**config.mk**
```make
export PLATFORM = sky130hd
export DESIGN_NAME = unified_mem_arbiter
export DESIGN_NICKNAME = d
export VERILOG_FILES = /design/src/rtl/unified_mem_arbiter.sv
export SDC_FILE = /design/constraint.sdc
export NUM_CORES = 1
export LEC_CHECK = 0
export CORE_AREA = 2 2 108 110
export DETAILED_ROUTE_END_ITERATION = 16
export DIE_AREA = 0 0 110 112
export SYNTH_ARGS = -nofsm -noshare
export SYNTH_HDL_FRONTEND = slang
export SYNTH_SLANG_ARGS = --single-unit
export TNS_END_PERCENT = 5
```
**constraint.sdc**
```tcl
create_clock -name clock -period 1.95 [get_ports clock]
set_input_delay 0.39 -clock clock [delete_from_list [all_inputs] [get_ports clock]]
set_output_delay 0.39 -clock clock [all_outputs]
set_load 0.03 [all_outputs]
```
**src/rtl/unified_mem_arbiter.sv**
```systemverilog
// Arbitrates one single-port synchronous RAM between instruction fetch and data load/store.
// Optional performance counters are enabled by defining ARB_PERF_CNT_EN.
module unified_mem_arbiter #(
  parameter int ADDR_W     = 32,
  parameter int DATA_W     = 32,
  parameter int STARVE_MAX = 4
) (
  input  logic              clock,
  input  logic              reset_n,
  input  logic              flush,
  input  logic              if_req,
  input  logic [ADDR_W-1:0] if_addr,
  output logic              if_gnt,
  output logic              if_rvalid,
  output logic [DATA_W-1:0] if_rdata,
  input  logic              d_req,
  input  logic              d_we,
  input  logic [ADDR_W-1:0] d_addr,
  input  logic [3:0]        d_sel,
  input  logic [DATA_W-1:0] d_wdata,
  output logic              d_gnt,
  output logic              d_rvalid,
  output logic [DATA_W-1:0] d_rdata,
  output logic              mem_ce,
  output logic              mem_we,
  output logic [ADDR_W-1:0] mem_addr,
  output logic [3:0]        mem_sel,
  output logic [DATA_W-1:0] mem_wdata,
  input  logic [DATA_W-1:0] mem_rdata
`ifdef ARB_PERF_CNT_EN
  ,
  output logic [31:0]       perf_if_stall,
  output logic [31:0]       perf_d_access
`endif
);

  typedef enum logic [1:0] {OWN_NONE, OWN_IF, OWN_D} owner_t;

  localparam logic [3:0] STARVE_LIM = 4'(STARVE_MAX);

  owner_t     owner_q, owner_d;
  logic [3:0] starve_q, starve_d;

  always_ff @(posedge clock or negedge reset_n) begin
    if (!reset_n) begin
      owner_q  <= OWN_NONE;
      starve_q <= '0;
    end else begin
      owner_q  <= owner_d;
      starve_q <= starve_d;
    end
  end

  // Outputs are gated by reset_n so every output reads 0 while reset is held.
  always_comb begin
    if_gnt    = 1'b0;
    d_gnt     = 1'b0;
    owner_d   = OWN_NONE;
    starve_d  = starve_q;
    if_rvalid = 1'b0;
    d_rvalid  = 1'b0;
    if_rdata  = '0;
    d_rdata   = '0;
    mem_ce    = 1'b0;
    mem_we    = 1'b0;
    mem_addr  = '0;
    mem_sel   = 4'h0;
    mem_wdata = '0;

    if (reset_n) begin
      if (if_req && !flush && (!d_req || starve_q == STARVE_LIM)) begin
        if_gnt = 1'b1;
      end else if (d_req) begin
        d_gnt = 1'b1;
      end

      if_rdata  = mem_rdata;
      d_rdata   = mem_rdata;
      if_rvalid = (owner_q == OWN_IF) && !flush;
      d_rvalid  = (owner_q == OWN_D);
    end

    if (if_gnt) begin
      owner_d  = OWN_IF;
      mem_ce   = 1'b1;
      mem_addr = if_addr;
      mem_sel  = 4'hF;
    end else if (d_gnt) begin
      owner_d   = OWN_D;
      mem_ce    = 1'b1;
      mem_we    = d_we;
      mem_addr  = d_addr;
      mem_sel   = d_sel;
      mem_wdata = d_wdata;
    end

    // A flushed fetch request neither ages nor clears the priority counter.
    if (if_gnt || !if_req) begin
      starve_d = '0;
    end else if (!flush && starve_q != STARVE_LIM) begin
      starve_d = starve_q + 4'd1;
    end
  end

`ifdef ARB_PERF_CNT_EN
  always_ff @(posedge clock or negedge reset_n) begin
    if (!reset_n) begin
      perf_if_stall <= '0;
      perf_d_access <= '0;
    end else begin
      if (if_req && !if_gnt && !flush) begin
        perf_if_stall <= perf_if_stall + 32'd1;
      end
      if (d_gnt) begin
        perf_d_access <= perf_d_access + 32'd1;
      end
    end
  end
`endif

endmodule
```
==> results, run 1 <==
- After synthesis the netlist holds a flip-flop and latch count of 6.
- The via count of the first global-routing pass is between 2000 and 3000.
- After floorplanning, the core was sized to cover roughly 0.011 mm^2.
- For this block, the routed nets add up to between 8 and 9 mm of wire.
- The number of cells on the worst reg-to-reg path is 6.
- STA classifies the critical path endpoint as an output pin.
- The share of async-settable or async-resettable flops after synthesis is 1.00.
- The critical path in this run is classified as flop to output pin.
- The number of max-cap violations is 0.
- The port buffer count is 275.
- Entering global routing, the biggest net connects 33 pins.
- The area added between synthesis and finish is 233%.
- Synthesis produced 195 cells.
- The largest single stage delay on the critical path is 0.33 ns.
- The floorplan die width is 110 um.
- The number of placed instances, taps included is 589.
- In this run the number of H-tree levels came out at 1.
- The fraction of the cycle the final worst path needs is 1.19.
- Internal power comes to 1040 uW.
- The checks that failed: setup timing.
- During synthesis, Yosys emitted a total of 0 warnings.
- The clock edge transition at the registers on the reported setup and hold paths is approximately 0.03 ns.
- Dividing total power by cell area gives a power density of 339 mW/mm^2.
- The max-slew violation count is 0.
- The analysis attributes to net switching a power of 609 uW.
- After the flow finishes, the layout carries non-filler instances totaling 600.
- The reg-to-reg critical path startpoint is starve_q[0].
- Summing over every cut layer, the via total after detailed routing is ~2400.
- The longest clock path from root to sink contains 2 buffers.
- The worst path in the final design needs a cycle of 2.33 ns, including I/O delays and setup.
- The worst-skew pair later-pin latency is 0.23 ns.
- Prior to clock tree synthesis, the placed netlist has a worst setup slack of -0.614 ns.
- The post-synthesis cell area is between 0.001 and 0.0015 mm^2.
- The initial antenna violation count was 0.
- The post-detailed-route wirelength per cell is between 10 and 15 um.
- TritonCTS built the clock tree.
- The total global-route track usage is 0.134.
- The critical path contains buffers and inverters numbering 4 combined.
- The critical path arrival is around 1.9 ns.
- The detailed router's first-iteration violation count is 30.
- Setup violations remaining at the end of the flow were counted as 70.
- Measured against its own limit, the worst slew margin works out to 0.804.
- The placed standard-cell area is 0.00432 mm^2.
- The hold slack is 0.297 ns.
- The share of total power dissipated in combinational logic is 0.719.
- The total congestion overflow is 0.
- The required time of the critical path is 1.56 ns.
- At the end of the flow, the number of nets in the layout was 599.
- The hold violation total from the final report is 0.
- Traced cell by cell, the critical path runs through inv_1 -> ha_2 -> and3b_2 -> a211oi_4 -> buf_12 -> buf_16 -> a22o_4 -> buf_12.
- In this run the core area contains 39 standard-cell rows.
- In this run the remaining antenna-violating nets after routing total 0.
- The average footprint of a synthesized cell is 7.48 um^2.
- After routing the design area is 0.00485 mm^2.
- The cell family contributing the most delay on the critical path is buffers and inverters.
- Among all flip-flop cells after synthesis, the most frequent one is dfrtp_1.
- The total die area is between 0.01 and 0.015 mm^2.
- The first detailed-routing pass ran for 3 iterations.
- The path category of the worst min-delay check is input pin to asynchronous set/reset pin.
- The transition time at the pin with the least slew margin is around 0.3 ns.
- In the routed layout, each cell is associated on average with a via count of 4.06.
- The share of total power dissipated in the clock network is 0.200.
- In the routed design, unresolved DRC markers number 0.
- The area taken by multi-input logic gates is 0.00131 mm^2.
- The storage element area is 150 um^2.
- Across the routed clock network, the largest skew measured is 0.00195 ns.
- The reg-to-reg critical path endpoint is starve_q[2].
- Static timing analysis puts the maximum clock frequency at 430 MHz.
- Measured along the y axis, the die boundary spans around 110 um.
- The analysis attributes to cell leakage a power of 0.00229 uW.
- The final weighted congestion in routability-driven placement is between 0.7 and 0.8.
- Fill cells in the final layout number 1073.
- The switching share of power is 0.370.
- The post-route setup TNS is -24.05 ns.
- Of all nets on the critical path, the largest fanout is 16.
- The effective utilization at floorplan is 0.131.
- The HPWL after detailed placement is between 6 and 7 mm.
- Synthesis produced a netlist with a net count of 335.
- The number of buffers created by CTS is 3.
- For this run, the register share of the synthesized area comes to 0.103.
- The worst register-to-register path has a setup slack of 0.41 ns.
- The total inserted antenna cells is 0.
- The share of layout cells above drive strength 1 is 0.534.
- The largest vdd supply drop is 300 uV.
- STA classifies the critical path startpoint as a flop.
- The clock tree root buffer cell is clkbuf_16.
- Setup repair after global routing could not meet its margin everywhere.
- The cell at the slowest stage of the critical path is dfrtp_1.
- The path length in cells of the critical path is 8.
- The flow ran to the end, but the final reports show violations.
- The library cell appearing most often on the critical path is buf_12.
- The setup slack after layout is -0.375 ns.
- The count of boundary I/O pins is 276.
- The number of enable-type register cells in the synthesized netlist is 0.
- The first global-routing pass estimated 12.8 mm of wire.
- The number of distinct library cell variants in the gate-level netlist after synthesis is 30.
- The tree built by TritonCTS fans out to 6 sinks.
- The share of total power dissipated in sequential elements is 0.081.
[what timing repair did]
| item | in CTS | in global routing |
|---|---|---|
| pin swaps | 2 | 20 |
| buffers inserted | 5 | 0 |
| hold buffers | 0 | 0 |
| setup endpoints to repair | 96 | 73 |
| gates resized for setup | 78 | 19 |
| gates cloned | 3 | 2 |
[final cells by class]
class,instances,area share
clock buffers,3,0.0155
inverters,4,0.00309
multi-input cells,138,0.271
flip-flops and latches,6,0.0309
well taps,143,0.0369
repair buffers,306,0.643
[cells in the mapped netlist, types with 3 or more instances]
| cell type | count | area (um^2) |
|---|---|---|
| a21oi_1 | 7 | 35.0 |
| a22o_1 | 32 | 280 |
| and2_1 | 65 | 407 |
| buf_2 | 4 | 20.0 |
| buf_4 | 33 | 248 |
| buf_6 | 5 | 56.3 |
| clkbuf_1 | 4 | 15.0 |
| dfrtp_1 | 6 | 150 |
| inv_1 | 3 | 11.3 |
| nand2_1 | 7 | 26.3 |
| nor2_1 | 4 | 15.0 |
| o21ai_0 | 3 | 15.0 |
[how the worst max path moves through the flow]
stage | endpoint | from
2_1_floorplan | mem_wdata[0] | starve_q[0]
3_3_place_gp | mem_addr[31] | flush
3_5_place_dp | mem_addr[31] | flush
4_1_cts | mem_addr[31] | starve_q[0]
5_1_grt | mem_addr[12] | starve_q[1]
6_report | mem_addr[6] | starve_q[1]
[stage by stage]
stage | util | power, uW
3_5_place_dp | 0.387 | 1220
2_1_floorplan | - | 690
4_1_cts | 0.432 | 1650
5_1_grt | 0.434 | 1730
6_report | 0.434 | 1650
3_3_place_gp | 0.387 | 1210
[kinds of logic (layout without fill, tap and decap cells)]
kind of cell / Yosys count / after routing / share of synthesized area
buffers and inverters: 51 / 313 / 0.246
flip-flops: 6 / 6 / 0.103
AND/OR/NAND/NOR: 89 / 89 / 0.370
adder cells (fa/ha/maj): 2 / 2 / 0.0171
AO/OA/AOI/OAI: 47 / 47 / 0.264
[sequential cells by signal, indices dropped and copies added (netlist names)]
register	flops
owner_q	2
starve_q	4
[cell usage in the layout (no fill, tap or decap), types with 2 or more instances in the layout]
master / instances
a22o_1: 3
inv_1: 3
clkbuf_16: 5
a22o_4: 29
and2_4: 29
buf_12: 11
dfrtp_1: 6
a21oi_1: 7
buf_6: 66
buf_4: 87
nand2b_1: 2
and2_1: 31
buf_16: 3
nand3b_1: 2
nor2_1: 3
nand2_1: 7
o21ai_0: 2
and2_2: 5
clkdlybuf4s50_1: 134
dlygate4sd2_1: 2
[power by group through the flow]
stage	clock [uW]	sequential, uW	combinational [uW]
final	329	133	1180
after global routing	352	134	1250
after CTS	337	133	1180
after detailed placement	0	135	1080
after global placement	0	134	1070
after floorplan	0	136	555
[layer usage]
metal	global-route usage	part of all wire	wire length [um]	up-vias
met5	0	0	0	-
met4	0.0236	0.0061	55	0
li1	-	-	-	1165
met2	0.270	0.56	5030	163
met3	0.0451	0.12	1090	6
met1	0.126	0.31	2790	1104
Power figures use the tool's default switching activity.
==> inputs of run 2 (changes only) <==
--- a/config.mk
+++ b/config.mk
@@ -8,6 +8,7 @@
 export CORE_AREA = 2 2 108 110
 export DETAILED_ROUTE_END_ITERATION = 16
 export DIE_AREA = 0 0 110 112
+export MAX_ROUTING_LAYER = met4
 export SYNTH_ARGS = -nofsm -noshare
 export SYNTH_HDL_FRONTEND = slang
 export SYNTH_SLANG_ARGS = --single-unit
==> run 2 against run 1 <==
Effect of this change:
- the run still ends with setup timing left
- sequential share of layout area unchanged
- cell area stayed put
- setup slack got worse by 0.0015 ns
- largest cell class unchanged
- highest routed layer unchanged
==> results, run 2 (same netlist as run 1, synthesis figures left out) <==
- The TritonCTS clock tree is done (unchanged).
- The wire length of the first global-routing pass is 12.7 mm (was 12.8 mm).
- The worst setup slack after placement is -0.614 ns (unchanged).
- The number of max-cap violations is 0 (unchanged).
- The fraction of the cycle the final worst path needs is 1.19 (about the same).
- The max-slew violation count is 0 (unchanged).
- The ratio of total power to cell area is 339 mW/mm^2 (unchanged).
- The number of hold buffers added after cts is 0 (unchanged).
- Violations in the final reports: setup timing (unchanged).
- The largest vdd supply drop came to 300 uV (about the same).
- The worst-skew pair later-pin latency is 0.23 ns (about the same).
- The core area is 0.0112 mm^2 (unchanged).
- The buffer levels on the longest clock path is 2 (unchanged).
- The cell at the slowest stage of the critical path is dfrtp_1 (unchanged).
- The setup skew after layout came to 0.00212 ns (was 0.00195 ns).
- Setup repair after global routing missed its margin: yes (unchanged).
- The via count of the first global-routing pass came to 2533 (was 2526).
- The library cell appearing most often on the critical path is buf_12 (unchanged).
- The fill cell total of the finished layout is 1073 (unchanged).
- Run status: finished with violations (unchanged).
- The setup slack after layout came to -0.377 ns (was -0.375 ns).
- The post-layout minimum cycle time was 2.33 ns (about the same).
- The number of sinks on the clock net was 6 (unchanged).
- The count of boundary I/O pins is 276 (unchanged).
- The residual DRC count is 0 (unchanged).
- The worst setup path category is flop to output pin (unchanged).
- The detailed router's first-iteration violation count is 37 (was 30).
- The total global-route track usage is 0.137 (was 0.134).
- The clock tree root buffer cell is clkbuf_16 (unchanged).
- The delay contributed by the slowest stage of the critical path is 0.33 ns (about the same).
- The switching power total came to 609 uW (about the same).
- Commonest cells after routing, fill and taps aside: 134 x clkdlybuf4s50_1, 87 x buf_4, 66 x buf_6 (unchanged).
- The logic gate share of total power is 0.719 (about the same).
- The total die area is 0.0123 mm^2 (unchanged).
- The switching share of power is 0.370 (about the same).
- Biggest regs: starve_q: 4 flops, owner_q: 2 flops (unchanged).
- The mean number of vias per cell came to 4.06 (about the same).
- The final antenna-violating net count is 0 (unchanged).
- The most common cell after layout, fill and taps aside is clkdlybuf4s50_1 (unchanged).
- The via count is 2437 (was 2438).
- The register name with the most flops is starve_q (unchanged).
- The required time of the critical path came to 1.56 ns (about the same).
- The count of buffering cells on the critical path with inverters included was 4 (unchanged).
- The hold slack is 0.297 ns (about the same).
- The cell family contributing the most delay on the critical path is buffers and inverters (unchanged).
- The pin count of the biggest net entering global routing is 33 (unchanged).
- The net count of the finished layout came to 599 (unchanged).
- Series of cell instances along the critical path: inv_1 -> ha_2 -> and3b_2 -> a211oi_4 -> buf_12 -> buf_16 -> a22o_4 -> buf_12 (unchanged).
- The internal power is 1040 uW (about the same).
- The final weighted congestion in routability-driven placement was 0.710 (was 0.703).
- The clock edge transition at the registers on the reported setup and hold paths was 0.03 ns (about the same).
- The cell row count is 39 (unchanged).
- The path category of the worst min-delay check is input pin to asynchronous set/reset pin (unchanged).
- The storage element area is 150 um^2 (unchanged).
- The H-tree depth is 1 (unchanged).
- The part of the power in registers is 0.081 (about the same).
- The port buffer count is 275 (unchanged).
- The total inserted antenna cells is 0 (unchanged).
- The first-pass detailed-route iteration total is 3 (unchanged).
- The clock power share was 0.200 (about the same).
- The area added between synthesis and finish was 233% (unchanged).
- The sum of routed wire length over all layers came to 8.97 mm (was 8.96 mm).
- The largest fanout of any net on the critical path was 16 (unchanged).
- The maximum clock frequency was 430 MHz (about the same).
- The share of layout cells above drive strength 1 was 0.534 (unchanged).
- The capturing element type of the critical path is an output pin (unchanged).
- The flip-flop count of the largest register after layout is 4 (unchanged).
- The floorplan die width is 110 um (unchanged).
- The final-report setup violation count is 70 (unchanged).
- The hold violation total from the final report is 0 (unchanged).
- The area taken by multi-input logic gates is 0.00131 mm^2 (unchanged).
- The initial antenna violation count is 0 (unchanged).
- The floorplan die height was 112 um (unchanged).
- The effective utilization at floorplan was 0.131 (unchanged).
- The transition time at the pin with the least slew margin came to 0.293 ns (unchanged).
- The filler-free cell count of the finished design is 600 (unchanged).
- The worst slew slack as a fraction of its limit is 0.804 (unchanged).
- The number of placed instances, taps included came to 589 (unchanged).
- The critical path arrival is 1.94 ns (about the same).
- The static leakage is 0.00229 uW (unchanged).
- The post-detailed-route wirelength per cell came to 14.9 um (about the same).
- The total congestion overflow is 0 (unchanged).
- The startpoint type of the worst setup path was a flop (unchanged).
- The number of buffers created by CTS is 3 (unchanged).
- The HPWL after detailed placement is 6.95 mm (unchanged).
-- run 2: layout make-up --
type	instances	area share
tap	143	0.0369
sequential	6	0.0309
multi-input combinational	138	0.271
inverter	4	0.00309
timing repair buffer	306	0.643
clock buffer	3	0.0155
-- run 2: what timing repair did --
action / CTS / global route
buffers inserted: 5 / 0
hold endpoints to repair: 0 / 0
cloned: 3 / 2
resized for setup: 78 / 19
pin swaps: 2 / 20
setup endpoints to repair: 96 / 73
-- run 2: metal layers --
metal,up-vias,routed length (um),GRT usage
met5,-,0,-
met4,0,55,0.0236
met3,6,928,0.0322
met2,163,5030,0.270
met1,1104,2960,0.134
li1,1164,-,-
-- run 2: power groups by stage --
stage / registers [uW] / clock network, uW / logic (uW)
after global routing: 134 / 352 / 1250
after floorplan: 136 / 0 / 555
final: 133 / 329 / 1180
after detailed placement: 135 / 0 / 1080
after CTS: 133 / 337 / 1180
after global placement: 134 / 0 / 1070
-- run 2: path summary, 6_finish.rpt --
path	startpoint	to	slack, ns	depth (start not counted)
hold / removal	reset_n	starve_q[0]	0.30	2
min in group clock	if_req	starve_q[0]	0.59	4
max in group asynchronous	reset_n	starve_q[3]	1.52	2
setup / recovery	starve_q[1]	mem_addr[6]	-0.38	8
hold reg to reg	starve_q[3]	starve_q[3]	0.64	3
setup reg to reg	starve_q[0]	starve_q[2]	0.41	6
-- run 2: per-stage QoR --
stage	area [um^2]	util	setup TNS, ns	total power, uW
2_1_floorplan	1810	-	-3.34	690
3_3_place_gp	4320	0.387	-37.16	1210
3_5_place_dp	4320	0.387	-39.44	1220
4_1_cts	4820	0.432	-28.27	1650
5_1_grt	4850	0.434	-30.24	1730
6_report	4850	0.434	-24.07	1650
==> inputs of run 3 (changes only) <==
--- a/config.mk
+++ b/config.mk
@@ -5,10 +5,14 @@
 export SDC_FILE = /design/constraint.sdc
 export NUM_CORES = 1
 export LEC_CHECK = 0
-export CORE_AREA = 2 2 108 110
+export ABC_CLOCK_PERIOD_IN_PS = 1950
+export CELL_PAD_IN_SITES_DETAIL_PLACEMENT = 1
+export CELL_PAD_IN_SITES_GLOBAL_PLACEMENT = 2
+export CORE_ASPECT_RATIO = 1.4
+export CORE_UTILIZATION = 10
 export DETAILED_ROUTE_END_ITERATION = 16
-export DIE_AREA = 0 0 110 112
 export MAX_ROUTING_LAYER = met4
+export PLACE_DENSITY_LB_ADDON = 0.1
 export SYNTH_ARGS = -nofsm -noshare
 export SYNTH_HDL_FRONTEND = slang
 export SYNTH_SLANG_ARGS = --single-unit
==> run 3 against run 2 <==
Effect of this change:
- the run still ends with setup timing left
- sequential share of layout area is essentially flat
- clock power is 1% higher
- routed wire length is 6.3% higher
- via count up 2.5%
- die area grew 22%
- cell count up 7.8%
- maximum frequency shrank 1.0%
- combinational power about the same
- first-iteration DRC count decreased by 65%
- non-clock buffer count grew 5
==> results, run 3 (same netlist as run 1, synthesis figures left out) <==
- Run status: finished with violations (unchanged).
- Violations in the final reports: setup timing (unchanged).
- The total global-route track usage was 0.125 (was 0.137).
- The number of sinks on the clock net came to 6 (unchanged).
- The buffer levels on the longest clock path was 2 (unchanged).
- The clock tree root buffer cell was clkbuf_16 (unchanged).
- The uppermost layer routed is met4 (unchanged).
- The post-layout minimum cycle time came to 2.35 ns (was 2.33 ns).
- The core area is 0.0141 mm^2 (was 0.0112 mm^2).
- The overall power is 1640 uW (was 1650 uW).
- The final antenna-violating net count is 0 (unchanged).
- Setup repair after global routing missed its margin: yes (unchanged).
- The number of max-cap violations came to 0 (unchanged).
- The setup slack after layout came to -0.401 ns (was -0.377 ns).
- The detailed-routed wire length on met3 is 1.06 mm (was 928 um).
- The residual DRC count is 0 (unchanged).
- Biggest regs: starve_q: 4 flops, owner_q: 2 flops (unchanged).
- The detailed router's first-iteration violation count is 13 (was 37).
- The area taken by multi-input logic gates is 0.00129 mm^2 (was 0.00131 mm^2).
- The HPWL after detailed placement came to 8.20 mm (was 6.95 mm).
- The setup slack of the most critical reg-to-reg path is 0.45 ns (was 0.41 ns).
- The share of layout cells above drive strength 1 is 0.539 (was 0.534).
- The worst-skew pair later-pin latency was 0.23 ns (about the same).
- The most common cell after layout, fill and taps aside is clkdlybuf4s50_1 (unchanged).
- The final-report setup violation count is 71 (was 70).
- The utilization of the core after routing is 0.347 (was 0.434).
- The wire length of the first global-routing pass was 14.4 mm (was 12.7 mm).
- The storage element area is 150 um^2 (unchanged).
- The final weighted congestion in routability-driven placement is 0.783 (was 0.710).
- The critical path arrival is 1.96 ns (was 1.94 ns).
- The H-tree depth is 1 (unchanged).
- The mean number of vias per cell is 3.86 (was 4.06).
- The worst setup path category is flop to output pin (unchanged).
- The via count of the first global-routing pass came to 2764 (was 2533).
- The via count was 2497 (was 2437).
- The hold violation total from the final report is 0 (unchanged).
- The initial antenna violation count is 0 (unchanged).
- The first-pass detailed-route iteration total is 4 (was 3).
- The total congestion overflow came to 0 (unchanged).
- The fill cell total of the finished layout is 1621 (was 1073).
- The number of buffers created by CTS came to 3 (unchanged).
- Commonest cells after routing, fill and taps aside: 134 x clkdlybuf4s50_1, 90 x buf_4, 68 x buf_6 (was 134 x clkdlybuf4s50_1, 87 x buf_4, 66 x buf_6).
- The count of boundary I/O pins is 276 (unchanged).
- The hold slack came to 0.312 ns (was 0.297 ns).
- The routed length on met2 was 5.58 mm (was 5.03 mm).
- The clock edge transition at the registers on the reported setup and hold paths is 0.03 ns (about the same).
- The floorplan die width came to 104 um (was 110 um).
- The static leakage is 0.00229 uW (about the same).
- The net count of the finished layout is 604 (was 599).
- The flip-flop count of the largest register after layout was 4 (unchanged).
- The total routed wire length on the met1 layer is 2.68 mm (was 2.96 mm).
- The register name with the most flops is starve_q (unchanged).
- The total die area is 0.0151 mm^2 (was 0.0123 mm^2).
- The worst slew slack as a fraction of its limit was 0.838 (was 0.804).
- The capturing element type of the critical path is an output pin (unchanged).
- The maximum clock frequency came to 425 MHz (was 430 MHz).
- The largest fanout of any net on the critical path is 7 (was 16).
- The sum of routed wire length over all layers was 9.53 mm (was 8.97 mm).
- The ratio of total power to cell area is 334 mW/mm^2 (was 339 mW/mm^2).
- The number of cells on the worst reg-to-reg path is 7 (was 6).
- The cell row count came to 51 (was 39).
- The largest vdd supply drop was 195 uV (was 300 uV).
- The max-slew violation count was 0 (unchanged).
- The path category of the worst min-delay check is input pin to asynchronous set/reset pin (unchanged).
- The setup skew after layout is 0.00172 ns (was 0.00212 ns).
- The floorplan die height came to 145 um (was 112 um).
- The fraction of the cycle the final worst path needs came to 1.21 (was 1.19).
- The TritonCTS clock tree is done (unchanged).
- The port buffer count is 275 (unchanged).
- The pin count of the biggest net entering global routing is 37 (was 33).
- The transition time at the pin with the least slew margin was 0.243 ns (was 0.293 ns).
- The post-route setup TNS is -23.07 ns (was -24.07 ns).
- The total inserted antenna cells is 0 (unchanged).
- The post-detailed-route wirelength per cell is 14.7 um (was 14.9 um).
- The startpoint type of the worst setup path is a flop (unchanged).
- The area added between synthesis and finish is 235% (was 233%).
- The design area is 0.00489 mm^2 (was 0.00485 mm^2).
- The placed standard-cell area came to 0.00439 mm^2 (was 0.00432 mm^2).
- The effective utilization at floorplan is 0.103 (was 0.131).
- The required time of the critical path is 1.56 ns (about the same).
## run 3: cell count changes in the layout (fill, tap and decap cells not counted), moves of 2 or more
cell	before	now
and2_2	5	19
and2_4	29	14
buf_16	3	1
buf_4	87	90
buf_6	66	68
buf_8	0	3
## run 3: final cells by class
class | instances | area share
flip-flops and latches | 6 | 0.0307
well taps | 185 | 0.0473
multi-input cells | 138 | 0.265
inverters | 4 | 0.00307
clock buffers | 3 | 0.0153
repair buffers | 311 | 0.639
## run 3: critical path: stages, from the launching register on
cell and delay (ns):
dfrtp_1 0.33, inv_1 0.05, ha_2 0.18, and3b_2 0.25
a211oi_4 0.27, buf_12 0.18, buf_12 0.11, buf_12 0.12
a22o_4 0.11, buf_6 0.12
## run 3: final timing paths
kind                             startpoint      endpoint
worst min register to register  starve_q[3]   starve_q[3]
worst max register to register  starve_q[1]   starve_q[2]
min in group clock              starve_q[3]   starve_q[3]
worst max-delay path            starve_q[1]  mem_addr[13]
worst min-delay path                reset_n    owner_q[1]
max in group asynchronous           reset_n   starve_q[3]
## run 3: routing by layer
layer,GRT usage,up-vias
li1,-,1168
met4,0.0371,0
met1,0.103,1130
met2,0.254,182
met3,0.0440,17
met5,-,-
## run 3: report_power, final
part           total [uW]  internal, uW  switching (uW)
Combinational        1170           636             534
Clock                 333           263            69.8
Sequential            133           131            2.41
Total                1640          1030             606
## run 3: repair_timing
action	4_1_cts	5_1_grt
hold buffers	0	0
resized for setup	85	5
buffers inserted	4	2
setup endpoints to repair	138	72
endpoints found under the hold margin	0	0
pin swaps	12	10
gates cloned	2	1
## run 3: stage by stage
stage               instances  setup WS (ns)
floorplan                 195        -0.0757
global placement          636         -0.505
detailed placement        636         -0.504
CTS                       645         -0.448
global route              647         -0.493
finish                    647         -0.401
